<file path="src/rtl/bsg_two_fifo_ctrl_width_p36_pkg.sv">
// Shared definitions for the two-element FIFO controller.
//   occ_e                 : occupancy encoding (EMPTY/ONE/FULL), matches count_o.
//   BSG_PROTOCOL_ASSERT   : simulation-only handshake check used by bsg FIFOs;
//                           reports a protocol violation without touching state.

`ifndef BSG_PROTOCOL_ASSERT
`ifndef SYNTHESIS
`define BSG_PROTOCOL_ASSERT(clk, rst_n, cond, msg) \
  always_ff @(posedge clk) \
    if (rst_n) assert (cond) else $warning(msg);
`else
`define BSG_PROTOCOL_ASSERT(clk, rst_n, cond, msg)
`endif
`endif

package bsg_two_fifo_ctrl_width_p36_pkg;

  typedef enum logic [1:0] {
    OCC_EMPTY = 2'd0,
    OCC_ONE   = 2'd1,
    OCC_FULL  = 2'd2
  } occ_e;

  // Next occupancy from the qualified handshake events.
  function automatic occ_e occ_next(input occ_e cur, input logic enq, input logic deq);
    occ_e nxt;
    nxt = cur;
    unique case (cur)
      OCC_EMPTY: if (enq) nxt = OCC_ONE;
      OCC_ONE: begin
        if (enq && !deq)      nxt = OCC_FULL;
        else if (deq && !enq) nxt = OCC_EMPTY;
      end
      OCC_FULL:  if (deq) nxt = OCC_ONE;
      default:   nxt = OCC_EMPTY;
    endcase
    return nxt;
  endfunction

endpackage

</file>
<file path="src/rtl/bsg_mem_1r1w_synth_width_p36_els_p2_read_write_same_addr_p0_harden_p0.sv">
// Two-entry, 36-bit storage with one synchronous write port and one
// combinational read port. Reading and writing the same address in the same
// cycle is not allowed.
//   w_clk_i, w_reset_i          : write clock, active-high reset (gates writes)
//   w_v_i, w_addr_i, w_data_i   : write enable, address, payload
//   r_v_i, r_addr_i             : read valid, address
//   r_data_o                    : combinational read data

module bsg_mem_1r1w_synth_width_p36_els_p2_read_write_same_addr_p0_harden_p0 #(
  parameter int width_p = 36,
  parameter int els_p   = 2
) (
  input  logic               w_clk_i,
  input  logic               w_reset_i,
  input  logic               w_v_i,
  input  logic               w_addr_i,
  input  logic [width_p-1:0] w_data_i,
  input  logic               r_v_i,
  input  logic               r_addr_i,
  output logic [width_p-1:0] r_data_o
);

  logic [width_p-1:0] mem_r [els_p];

  // NOTE: the storage array has no reset; its contents are only meaningful
  // once written, and a reset on every bit would cost a reset tree for nothing.
  always_ff @(posedge w_clk_i) begin
    if (w_v_i && !w_reset_i) mem_r[w_addr_i] <= w_data_i;
  end

  assign r_data_o = mem_r[r_addr_i];

`ifndef SYNTHESIS
  always_ff @(posedge w_clk_i) begin
    if (!w_reset_i)
      assert (!(w_v_i && r_v_i && (w_addr_i == r_addr_i)))
        else $error("bsg_mem_1r1w: read and write to same address");
  end
`endif

endmodule

</file>
<file path="src/rtl/bsg_two_fifo_ctrl_width_p36.sv">
// Two-element FIFO: ready-then-valid input, valid-yumi output. Owns the
// head/tail pointers and occupancy, and drives the 2x36 storage macro.
//   clk_i, reset_n_i   : clock, asynchronous active-low reset
//   v_i, data_i        : producer valid/payload (legal only while ready_o=1)
//   ready_o            : FIFO can accept (registered)
//   v_o, data_o        : head valid (registered) / head payload
//   yumi_i             : consumer takes head (legal only while v_o=1)
//   count_o            : occupancy 0..2 (registered)

module bsg_two_fifo_ctrl_width_p36
  import bsg_two_fifo_ctrl_width_p36_pkg::*;
#(
  parameter int width_p = 36,
  parameter int els_p   = 2
) (
  input  logic               clk_i,
  input  logic               reset_n_i,
  input  logic               v_i,
  input  logic [width_p-1:0] data_i,
  output logic               ready_o,
  output logic               v_o,
  output logic [width_p-1:0] data_o,
  input  logic               yumi_i,
  output logic [1:0]         count_o
);

  if (els_p != 2) begin : g_els_check
    $error("bsg_two_fifo_ctrl: els_p must be 2");
  end

  occ_e count_r, count_next;
  logic wptr_r, rptr_r;
  logic enq, deq;

  // Illegal handshakes are masked here so they can never corrupt state.
  assign enq = v_i & ready_o;
  assign deq = yumi_i & v_o;

  // NOTE: every signal written in always_comb gets a default first, so no
  // path leaves it unassigned and no latch is inferred.
  always_comb begin
    count_next = count_r;
    count_next = occ_next(count_r, enq, deq);
  end

  // NOTE: reset is asynchronous so outputs drop immediately, without waiting
  // for a clock; sequential state uses non-blocking assignments only.
  always_ff @(posedge clk_i or negedge reset_n_i) begin
    if (!reset_n_i) begin
      count_r <= OCC_EMPTY;
      wptr_r  <= 1'b0;
      rptr_r  <= 1'b0;
      ready_o <= 1'b0;
      v_o     <= 1'b0;
    end else begin
      count_r <= count_next;
      wptr_r  <= wptr_r ^ enq;
      rptr_r  <= rptr_r ^ deq;
      // Flags decoded from next state so they are registered, not combinational.
      ready_o <= (count_next != OCC_FULL);
      v_o     <= (count_next != OCC_EMPTY);
    end
  end

  assign count_o = count_r;

  // No enqueue while full keeps wptr_r != rptr_r whenever a read is valid
  // alongside a write; in EMPTY the read is don't-care since v_o=0.
  bsg_mem_1r1w_synth_width_p36_els_p2_read_write_same_addr_p0_harden_p0 #(
    .width_p(width_p),
    .els_p  (els_p)
  ) u_mem (
    .w_clk_i  (clk_i),
    .w_reset_i(~reset_n_i),
    .w_v_i    (enq),
    .w_addr_i (wptr_r),
    .w_data_i (data_i),
    .r_v_i    (v_o),
    .r_addr_i (rptr_r),
    .r_data_o (data_o)
  );

  `BSG_PROTOCOL_ASSERT(clk_i, reset_n_i, !(yumi_i && !v_o), "protocol violation: yumi_i while v_o=0")
  `BSG_PROTOCOL_ASSERT(clk_i, reset_n_i, !(v_i && !ready_o), "protocol violation: v_i while ready_o=0")

endmodule
</file>
<file path="config.mk">
export PLATFORM = sky130hd
export DESIGN_NAME = bsg_two_fifo_ctrl_width_p36
export DESIGN_NICKNAME = d
export VERILOG_FILES = /design/src/rtl/bsg_two_fifo_ctrl_width_p36_pkg.sv /design/src/rtl/bsg_mem_1r1w_synth_width_p36_els_p2_read_write_same_addr_p0_harden_p0.sv /design/src/rtl/bsg_two_fifo_ctrl_width_p36.sv
export SDC_FILE = /design/constraint.sdc
export NUM_CORES = 1
export LEC_CHECK = 0
export CELL_PAD_IN_SITES_DETAIL_PLACEMENT = 1
export CELL_PAD_IN_SITES_GLOBAL_PLACEMENT = 2
export CORE_ASPECT_RATIO = 0.7
export CORE_UTILIZATION = 35
export DETAILED_ROUTE_END_ITERATION = 16
export GPL_TIMING_DRIVEN = 0
export PLACE_DENSITY_LB_ADDON = 0.1
export SLEW_MARGIN = 20
export SYNTH_ARGS = -nofsm -noshare
export SYNTH_HDL_FRONTEND = slang
export SYNTH_SLANG_ARGS = --single-unit
</file>
<file path="constraint.sdc">
create_clock -name clk_i -period 3.2 [get_ports clk_i]
set_input_delay 0.64 -clock clk_i [delete_from_list [all_inputs] [get_ports clk_i]]
set_output_delay 0.64 -clock clk_i [all_outputs]
set_load 0.01 [all_outputs]
</file>
==> impl_metrics.ini <==
[run_status]
outcome = complete, no violations

[routing]
postRouteWirelength_um = 5330
first_iter_violations = 41
first_pass_iters = 4
drcViolationCount = 0
ant_nets = 0
wl_per_cell_um = 15.9
vias_per_cell = 4.48
vias = 1495

[run]
max_cap_viol_count = 0

[final_layout]
diodes = 0
drive_gt1_share_pct = 24.5
nNetsFinal = 268
fin_area_mm2 = 0.00424
fill_cells = 742
area_growth_pct = 41.5

[yosys]
yosys.area_share.simple_pct = 1.42
syn_area_mm2 = 0.00300
yosys-top-cells-count = edfxtp_1, mux2_4, mux2_2
synth_edf_count = 72
async_reset_ff_share_pct = 7.69
synth_seq_cells = 78
yosysSeqAreaShare_pct = 77.1
ys_types = 19
synth.area.top_cells = edfxtp_1, mux2_4, dfrtp_1, mux2_2, buf_12
synth_top_cell_area_share_pct = 72.1
synthFlopType = edfxtp_1
synth_nets = 176
ys_warn_count = 0
synthAdderAreaFrac_pct = 0
synth_largest_area_cell = edfxtp_1
synth-compound-area-share_pct = 0.960
syn_inst = 136
synthMuxAreaShare_pct = 17.1
synth.most_common_cell = edfxtp_1
synth_xor_area_share_pct = 0.876
syn_area_per_cell_um2 = 22.1
synth_top_family_by_area = multiplexers

[floorplan]
io_pins = 80
initial_utilization_pct = 37.1
rows = 27
die_h_um = 79.5
die_x_um = 113
coreArea_mm2 = 0.00807
dieArea_mm2 = 0.00895

[worst_setup_path]
critPathSlowestCell = clkdlybuf4s50_1
timing.rr.start = ready_o
critical_path_class = reg2out
r2r_slack_ns = 1.62
reg2reg_to = u_mem.mem_r[0][13]
worst_ep_arrival_time_ns = 1.80
required_ns = 2.56
worstRegToRegCells = 3
path_cells = buf_6 -> buf_12 -> mux2_4 -> clkdlybuf4s50_1
endpoint_kind = output pin
path_max_fanout = 10
critPathMaxStageDelay_ns = 0.49
start_kind = register

[cts]
cts_buffers = 9
cts.repair.resized = 0
htree_levels = 3
ctsHoldBuffers = 0
cts_tree = yes
clock_latency_ns = 0.32
cts_root_buf = clkbuf_16
clock_path_buffers = 2
cts_setup_buffers = 0
cts.sinks = 78
cts.clk_slew.worst_paths_ns = 0.05

[timing]
max_slew_margin_pct = 65.4
skew_ns = 0.00209
drv_slew = 0
finalSetupTns_ns = 0
finalSetupViolCount = 0
worst_pin_slew_ns = 0.518
hold_viol_final = 0
period_minus_slack_ns = 2.44
grt_setup_unrepaired = false
post-route-period-util_pct = 76.2
fmax_mhz = 410

[pwr]
p_per_area_mw_per_mm2 = 806
p_leak_nw = 1.54
vdd_drop_max_v = 0.000391

[global_routing]
grt_pass1_vias = 1773
grt_remaining_overflow = 0
grtUsageTotal_pct = 13.3
antenna_found_initial = 0
grt_pass1_wl_um = 8660
grt_max_degree = 23

[hold_path]
worstHoldPathCells = 1
hp-class = reg2reg
min-delay-start = count_o[1]
hold_end = count_o[0]

[place]
port_buffers = 79
hpwl_um = 3800
place.gp.congestion = 0.676
placed_area_mm2 = 0.00399
==> power breakdown <==
part	switching, mW	total, mW	leakage, nW	internal, mW
clock network	0.352	0.862	0.131	0.510
logic	0.474	1.23	0.676	0.753
registers	0.0574	1.33	0.729	1.28
==> stage by stage <==
| step | power, mW | hold slack, ns | util, % | std cells | setup WS [ns] |
|---|---|---|---|---|---|
| final | 3.42 | 0.524 | 52.5 | 334 | 0.760 |
| after global routing | 3.58 | 0.562 | 52.5 | 334 | 0.681 |
| after CTS | 3.48 | 0.524 | 52.5 | 334 | 0.730 |
| after detailed placement | 2.60 | 0.515 | 49.4 | 318 | 0.556 |
| after global placement | 2.54 | 0.482 | 48.5 | 316 | -1.01 |
| after floorplan | 2.05 | 0.344 | - | 136 | 0.511 |
==> worst max-delay path by stage <==
stage,start,end
finish,rptr_r,data_o[26]
global route,rptr_r,data_o[26]
CTS,rptr_r,data_o[26]
detailed placement,reset_n_i,u_mem.mem_r[0][7]
global placement,reset_n_i,u_mem.mem_r[1][7]
floorplan,reset_n_i,u_mem.mem_r[0][0]
==> registers in the layout, summed over array words and instances, names as in the netlist <==
register     count
u_mem.mem_r     72
count_o          2
ready_o          1
rptr_r           1
v_o              1
wptr_r           1
==> cells in the final DEF, fill, tap and decap left out, types with 3 or more instances in the layout <==
| cell type | instances |
|---|---|
| clkdlybuf4s50_1 | 79 |
| edfxtp_1 | 72 |
| mux2_4 | 29 |
| clkbuf_16 | 9 |
| mux2_2 | 7 |
| dfrtp_1 | 6 |
| clkinv_2 | 4 |
| nand2_1 | 3 |
| buf_12 | 3 |
| clkinv_1 | 3 |
==> per-layer routing <==
layer  part of all wire, %  vias to the layer above  global-route usage, %  wire length, um
li1                      -                      714                      -                -
met3                   7.4                        9                   6.38              394
met1                    40                      724                   13.7             2130
met2                    51                       48                   23.8             2740
met4                   1.3                        0                   4.80               68
met5                     0                        -                      0                0
==> worst max-delay path: cells and delay by family (launching register included) <==
| family | cells | cell delay, ns |
|---|---|---|
| DFF | 1 | 0.37 |
| muxes | 1 | 0.30 |
| buffers and inverters | 3 | 0.81 |
==> area by class of cell <==
cell class | count | area [um^2] | share of cell area, %
inverter | 1 | 3.75 | 0.0885
tap | 101 | 126 | 2.98
buffer | 4 | 71.3 | 1.68
clock inverter | 7 | 31.3 | 0.737
sequential | 78 | 2310 | 54.5
clock buffer | 9 | 225 | 5.31
timing repair buffer | 81 | 846 | 19.9
multi-input combinational | 53 | 627 | 14.8
==> kinds of logic after synthesis <==
kind of cell | count (synthesis)
buffers and inverters | 5
DFF | 78
and+or+nand+nor | 9
muxes | 36
xor gates and xnor gates | 3
AOI/OAI and AO/OA | 5
Note: power is estimated with default switching activity, not from simulation.
